### src/rtl/conv_seq_if.sv
// Handshake and operand bundle between the conv engine and its operand/result buffers.
// The producer side (operand buffers plus result consumer) uses master; the engine uses slave.
interface conv_seq_if #(
  parameter int DW   = 8,
  parameter int IN_H = 4,
  parameter int IN_W = 4,
  parameter int K    = 3,
  parameter int OUTW = 8
);
  localparam int OH  = IN_H - K + 1;
  localparam int OWD = IN_W - K + 1;
  localparam int RW  = (OH  > 1) ? $clog2(OH)  : 1;
  localparam int CW  = (OWD > 1) ? $clog2(OWD) : 1;

  logic                     start;
  logic                     flip;
  logic [IN_H*IN_W*DW-1:0]  img_flat;
  logic [K*K*DW-1:0]        ker_flat;
  logic                     busy;
  logic                     out_valid;
  logic                     out_ready;
  logic [OUTW-1:0]          out_data;
  logic [RW-1:0]            out_row;
  logic [CW-1:0]            out_col;
  logic                     done;

  modport master (
    output start, flip, img_flat, ker_flat, out_ready,
    input  busy, out_valid, out_data, out_row, out_col, done
  );

  modport slave (
    input  start, flip, img_flat, ker_flat, out_ready,
    output busy, out_valid, out_data, out_row, out_col, done
  );
endinterface

### src/rtl/conv_seq_engine.sv
// Single-MAC 2-D convolution engine: one product per cycle, stride 1, no padding,
// results streamed out row-major over a valid/ready port.
module conv_seq_engine #(
  parameter int DW   = 8,
  parameter int IN_H = 4,
  parameter int IN_W = 4,
  parameter int K    = 3,
  parameter int OUTW = 8,
  parameter bit SAT  = 1'b1
) (
  input  logic      clk,
  input  logic      rst,
  conv_seq_if.slave bus
);
  localparam int OH   = IN_H - K + 1;
  localparam int OWD  = IN_W - K + 1;
  localparam int RW   = (OH  > 1) ? $clog2(OH)  : 1;
  localparam int CW   = (OWD > 1) ? $clog2(OWD) : 1;
  localparam int KW   = (K > 1) ? $clog2(K) : 1;
  localparam int NPIX = IN_H * IN_W;
  localparam int NTAP = K * K;
  localparam int PW   = (NPIX > 1) ? $clog2(NPIX) : 1;
  localparam int TW   = (NTAP > 1) ? $clog2(NTAP) : 1;
  localparam int PRW  = 2 * DW;
  localparam int ACCW = PRW + ((NTAP > 1) ? $clog2(NTAP) : 0);

  localparam logic [OUTW-1:0] OUT_ONES = '1;
  localparam logic [ACCW-1:0] OUT_MAX  = {{(ACCW-OUTW){1'b0}}, OUT_ONES};

  typedef enum logic [1:0] {S_IDLE, S_MAC, S_EMIT, S_DONE} state_e;

  state_e          state_q, state_d;
  logic [ACCW-1:0] acc_q, acc_d;
  logic [KW-1:0]   i_q, i_d, j_q, j_d;
  logic [RW-1:0]   r_q, r_d;
  logic [CW-1:0]   c_q, c_d;
  logic            load;

  logic [DW-1:0]   img_q [NPIX];
  logic [DW-1:0]   ker_q [NTAP];
  logic            flip_q;

  logic [PW-1:0]   pix_idx;
  logic [TW-1:0]   tap_idx;
  logic [PRW-1:0]  prod;
  int              tap_lin;

  // Flipping a K x K kernel by 180 degrees maps linear tap t onto K*K-1-t.
  always_comb begin
    tap_lin = int'(i_q) * K + int'(j_q);
    pix_idx = PW'((int'(r_q) + int'(i_q)) * IN_W + int'(c_q) + int'(j_q));
    tap_idx = flip_q ? TW'(NTAP - 1 - tap_lin) : TW'(tap_lin);
    prod    = PRW'(img_q[pix_idx]) * PRW'(ker_q[tap_idx]);
  end

  // NOTE: every always_comb output gets a default first so no path can infer a latch.
  always_comb begin
    state_d = state_q;
    acc_d   = acc_q;
    i_d     = i_q;
    j_d     = j_q;
    r_d     = r_q;
    c_d     = c_q;
    load    = 1'b0;
    unique case (state_q)
      S_IDLE: begin
        if (bus.start) begin
          load    = 1'b1;
          acc_d   = '0;
          i_d     = '0;
          j_d     = '0;
          r_d     = '0;
          c_d     = '0;
          state_d = S_MAC;
        end
      end
      S_MAC: begin
        acc_d = acc_q + ACCW'(prod);
        if (j_q == KW'(K - 1)) begin
          j_d = '0;
          if (i_q == KW'(K - 1)) begin
            i_d     = '0;
            state_d = S_EMIT;
          end else begin
            i_d = i_q + KW'(1);
          end
        end else begin
          j_d = j_q + KW'(1);
        end
      end
      S_EMIT: begin
        if (bus.out_ready) begin
          acc_d   = '0;
          state_d = S_MAC;
          if (c_q == CW'(OWD - 1)) begin
            c_d = '0;
            if (r_q == RW'(OH - 1)) begin
              r_d     = '0;
              state_d = S_DONE;
            end else begin
              r_d = r_q + RW'(1);
            end
          end else begin
            c_d = c_q + CW'(1);
          end
        end
      end
      S_DONE:  state_d = S_IDLE;
      default: state_d = S_IDLE;
    endcase
  end

  // NOTE: sequential state uses non-blocking assignments so all registers update together.
  always_ff @(posedge clk) begin
    if (rst) begin
      state_q <= S_IDLE;
      acc_q   <= '0;
      i_q     <= '0;
      j_q     <= '0;
      r_q     <= '0;
      c_q     <= '0;
    end else begin
      state_q <= state_d;
      acc_q   <= acc_d;
      i_q     <= i_d;
      j_q     <= j_d;
      r_q     <= r_d;
      c_q     <= c_d;
    end
  end

  // NOTE: operand storage is deliberately unreset; it is always reloaded before being read.
  always_ff @(posedge clk) begin
    if (load) begin
      flip_q <= bus.flip;
      for (int p = 0; p < NPIX; p++) img_q[p] <= bus.img_flat[p*DW +: DW];
      for (int t = 0; t < NTAP; t++) ker_q[t] <= bus.ker_flat[t*DW +: DW];
    end
  end

  always_comb begin
    bus.out_data = '0;
    if (state_q == S_EMIT) begin
      if (SAT) bus.out_data = (acc_q > OUT_MAX) ? OUT_ONES : acc_q[OUTW-1:0];
      else     bus.out_data = acc_q[OUTW-1:0];
    end
  end

  assign bus.busy      = (state_q == S_MAC) || (state_q == S_EMIT);
  assign bus.out_valid = (state_q == S_EMIT);
  assign bus.done      = (state_q == S_DONE);
  assign bus.out_row   = r_q;
  assign bus.out_col   = c_q;
endmodule

### src/flat_wrapper.sv
// flat-port wrapper written by rule: the top's interface ports become plain ports
module conv_seq_engine_flat 
#(
  parameter int DW   = 8,
  parameter int IN_H = 4,
  parameter int IN_W = 4,
  parameter int K    = 3,
  parameter int OUTW = 8,
  parameter bit SAT  = 1'b1
)
  (clk, rst, bus_start, bus_flip, bus_img_flat, bus_ker_flat, bus_out_ready, bus_busy, bus_out_valid, bus_out_data, bus_out_row, bus_out_col, bus_done);
  conv_seq_if #(.DW(DW), .IN_H(IN_H), .IN_W(IN_W), .K(K), .OUTW(OUTW)) bus_i ();
  input  logic clk;
  input  logic rst;
  input wire logic [$bits(bus_i.start)-1:0] bus_start;
  input wire logic [$bits(bus_i.flip)-1:0] bus_flip;
  input wire logic [$bits(bus_i.img_flat)-1:0] bus_img_flat;
  input wire logic [$bits(bus_i.ker_flat)-1:0] bus_ker_flat;
  input wire logic [$bits(bus_i.out_ready)-1:0] bus_out_ready;
  output wire logic [$bits(bus_i.busy)-1:0] bus_busy;
  output wire logic [$bits(bus_i.out_valid)-1:0] bus_out_valid;
  output wire logic [$bits(bus_i.out_data)-1:0] bus_out_data;
  output wire logic [$bits(bus_i.out_row)-1:0] bus_out_row;
  output wire logic [$bits(bus_i.out_col)-1:0] bus_out_col;
  output wire logic [$bits(bus_i.done)-1:0] bus_done;
  assign bus_i.start = bus_start;
  assign bus_i.flip = bus_flip;
  assign bus_i.img_flat = bus_img_flat;
  assign bus_i.ker_flat = bus_ker_flat;
  assign bus_i.out_ready = bus_out_ready;
  assign bus_busy = bus_i.busy;
  assign bus_out_valid = bus_i.out_valid;
  assign bus_out_data = bus_i.out_data;
  assign bus_out_row = bus_i.out_row;
  assign bus_out_col = bus_i.out_col;
  assign bus_done = bus_i.done;
  conv_seq_engine #(.DW(DW), .IN_H(IN_H), .IN_W(IN_W), .K(K), .OUTW(OUTW), .SAT(SAT)) u_core (.clk(clk), .rst(rst), .bus(bus_i));
endmodule
### config.mk
export PLATFORM = sky130hd
export DESIGN_NAME = conv_seq_engine_flat
export DESIGN_NICKNAME = d
export VERILOG_FILES = /design/src/rtl/conv_seq_if.sv /design/src/rtl/conv_seq_engine.sv /design/src/flat_wrapper.sv
export SDC_FILE = /design/constraint.sdc
export NUM_CORES = 1
export LEC_CHECK = 0
export BUFFER_PORTS_ARGS = -buffer_cell sky130_fd_sc_hd__buf_2
export CAP_MARGIN = 20
export CORE_ASPECT_RATIO = 1.25
export CORE_MARGIN = 2
export CORE_UTILIZATION = 51
export DETAILED_ROUTE_END_ITERATION = 8
export PLACE_DENSITY_LB_ADDON = 0.1
export SLEW_MARGIN = 25
export SYNTH_ARGS = -nofsm -noshare
export SYNTH_HDL_FRONTEND = slang
export SYNTH_SLANG_ARGS = --single-unit
### constraint.sdc
create_clock -name clk -period 6.9 [get_ports clk]
set_input_delay 1.38 -clock clk [delete_from_list [all_inputs] [get_ports clk]]
set_output_delay 1.38 -clock clk [all_outputs]
set_load 0.05 [all_outputs]
==> flow_metrics.tcl <==
set metrics [dict create \
    outcome "finished clean" \
    crit_start "u_core.j_q[1]" \
    hold_class "reg2reg" \
    netlist_instances 859 \
    dr.pass1.iters 5 \
    crit_path_max_incr_delay_ns 0.55 \
    tns_ns 0 \
    top_level_ports 218 \
    cp.required_ns 7.35 \
    timing.rr.end "u_core.acc_q[16]" \
    ys_top_cells_by_area "edfxtp_1 50%, mux4_2 9.0%, fa_1 8.7%" \
    whs_ns 0.485 \
    ys_dominant_reg_cell "edfxtp_1" \
    drv_slew 0 \
    crit_family "adder cells" \
    arrival_ns 7.14 \
    utilization_pct 63.8 \
    numCtsBuffers 24 \
    max_freq_mhz 149 \
    worstReg2RegStart "u_core.j_q[1]" \
    synth_cell_types 64 \
    ys_seq_area_share_pct 55.1 \
    htree_levels 1 \
    chipWidth_um 141 \
    drive_above_1_share_pct 33.7 \
    synth_edf_count 201 \
    netlist.area_leader.share_pct 50.4 \
    synthArstFlopShare_pct 0 \
    cts.clk_slew.worst_paths_ns 0.06 \
    wl_per_cell_um 18.4 \
    syn_nets 1171 \
    worst_path_most_repeated_cell "fa_1" \
    area_growth_pct 22.7 \
    timing.critical_path.buf_inv 6 \
    placed_area_mm2 0.0136 \
    finalNetCount 1434 \
    timing.hold.worst_endpoint "u_core.acc_q[0]" \
    crit_type "reg2reg" \
    cts_buffer_depth 3 \
    holdPathStages 2 \
    start_util_pct 52.0 \
    ant_nets 0 \
    rows 62 \
    drc 0 \
    fp.coreArea_mm2 0.0230 \
    crit_fanout 7 \
    vias 7775 \
    slew_headroom_pct 37.3 \
    synth_area_leader_cell "edfxtp_1" \
    slowest_stage "fa_1" \
    globalRouteOverflowTotal 0 \
    seqCellArea_mm2 0.00660 \
    tritoncts "yes" \
    crit_path_end_kind "flip-flop" \
    fin_skew_ns 0.0234 \
    hold_start "u_core.acc_q[0]" \
    antenna_found_initial 4 \
    fill_cells 1781 \
    period_needed_ns 6.69 \
    gr-usage-all-layers_pct 21.5 \
    cap_violations 0 \
    vias_per_cell 5.43 \
    synth_common_cells "201 x edfxtp_1, 113 x inv_1, 77 x nand2_1" \
    die_y_um 175 \
    grt_max_degree 202 \
    insertion_delay_ns 0.53 \
    grt_first_pass_wirelength_um 41300 \
    dp_hpwl_um 19500 \
    first_global_vias 8030 \
    cts_hold_buf 0 \
    die_area_mm2 0.0247 \
    finalHoldViolCount 0 \
    io_buffers 217 \
    worstRegToRegCells 25 \
    ys_ff_latch 229 \
    avgSynthCellArea_um2 13.9 \
    multi_input_area_mm2 0.00499 \
    critPathLaunchType "flip-flop" \
    worst_slew_pin_slew_ns 0.936 \
    wirelength_um 26300 \
    yosysWarnings 0 \
    yosysMostFrequentCell "edfxtp_1" \
    synth_area_mm2 0.0120 \
    cts_sinks 229 \
    design_area_mm2 0.0147 \
    reg2reg_slack_ns 0.21 \
    globalplace.congestion 0.835 \
    clockRootBuffer "clkbuf_16" \
    drt_iter0_markers 371 \
    setup_violations 0 \
    fin_crit_sh_pct 97.0 \
]
==> kinds of logic (layout without fill, tap and decap cells) <==
logic type	count (synthesis)	in the layout	synth area share [%]
buffers and inverters	142	423	4.81
adders and majority gates	107	107	14.4
DFF	229	229	55.1
xor gates and xnor gates	8	8	0.648
and+or+nand+nor	195	195	8.26
muxes	60	60	10.1
AOI/OAI and AO/OA	118	118	6.68
other	0	4	0
==> repair_timing <==
| item | 4_1_cts | 5_1_grt |
|---|---|---|
| pin swaps | 0 | 7 |
| gates resized for setup | 0 | 32 |
| hold endpoints to repair | 0 | 0 |
| gates cloned | 0 | 1 |
| setup buffers | 2 | 6 |
| endpoints found under the setup margin | 1 | 10 |
==> routing by layer <==
metal	up-vias	part of all wire [%]	global-route usage [%]
li1	3654	-	-
met1	3821	40	27.4
met2	249	52	37.3
met3	51	6.2	4.66
met4	0	2.6	6.13
met5	-	0	0
==> cells in the final DEF, fill, tap and decap left out, types with 7 or more instances in the layout <==
cell and count:
nand3_1 16, fa_1 52, mux2i_1 11, nand2_1 73, nor2b_1 11, nand2b_1 7
clkbuf_1 8, buf_4 44, a21oi_1 29, o21a_1 12, nor2_1 17, inv_1 112
edfxtp_1 201, a211oi_1 11, dfxtp_1 28, ha_1 47, clkbuf_16 25, buf_2 217
mux4_2 48, o21ai_0 11, and2_1 29
==> area by class of cell <==
| type | count | share of cell area [%] |
|---|---|---|
| repair buffers | 266 | 10.4 |
| multi-input cells | 488 | 33.9 |
| clock inverters | 12 | 1.05 |
| clock buffers | 32 | 4.29 |
| diodes | 4 | 0.0681 |
| flip-flops and latches | 229 | 44.9 |
| well taps | 288 | 2.45 |
| inverters | 113 | 2.89 |
==> worst register-to-register path, delay by kind of cell (launching register included) <==
kind            cells  cell delay (ns)
simple gates        5             1.17
compound gates      4             0.56
mux                 2             0.73
fa+ha+maj           8             3.38
flops               1             0.33
buf+inv             6             0.46
==> flip-flops by register name (all words and copies together), names as in the netlist <==
register / count
u_core.bus.out_col: 1
u_core.flip_q: 1
u_core.j_q: 2
u_core.ker_q: 72
u_core.acc_q: 20
u_core.img_q: 128
u_core.i_q: 2
u_core.state_q: 2
u_core.bus.out_row: 1
==> how the worst max path moves through the flow <==
| stage | cells after the start | slack [ns] | to |
|---|---|---|---|
| after floorplan | 24 | 0.08 | u_core.acc_q[18] |
| after global placement | 25 | 0.09 | u_core.acc_q[18] |
| after detailed placement | 25 | -0.01 | u_core.acc_q[16] |
| after CTS | 25 | 0.02 | u_core.acc_q[16] |
| after global routing | 24 | -0.05 | u_core.acc_q[16] |
| final | 25 | 0.21 | u_core.acc_q[16] |
==> per-stage QoR <==
step,setup WS [ns],std cells
5_1_grt,-0.0485,1430
6_report,0.208,1432
2_1_floorplan,0.0785,859
4_1_cts,0.0213,1420
3_3_place_gp,0.0897,1374
3_5_place_dp,-0.0127,1374
Power is not shown: default switching activity piles up to over one toggle a cycle in this logic, so the estimate is an artifact.
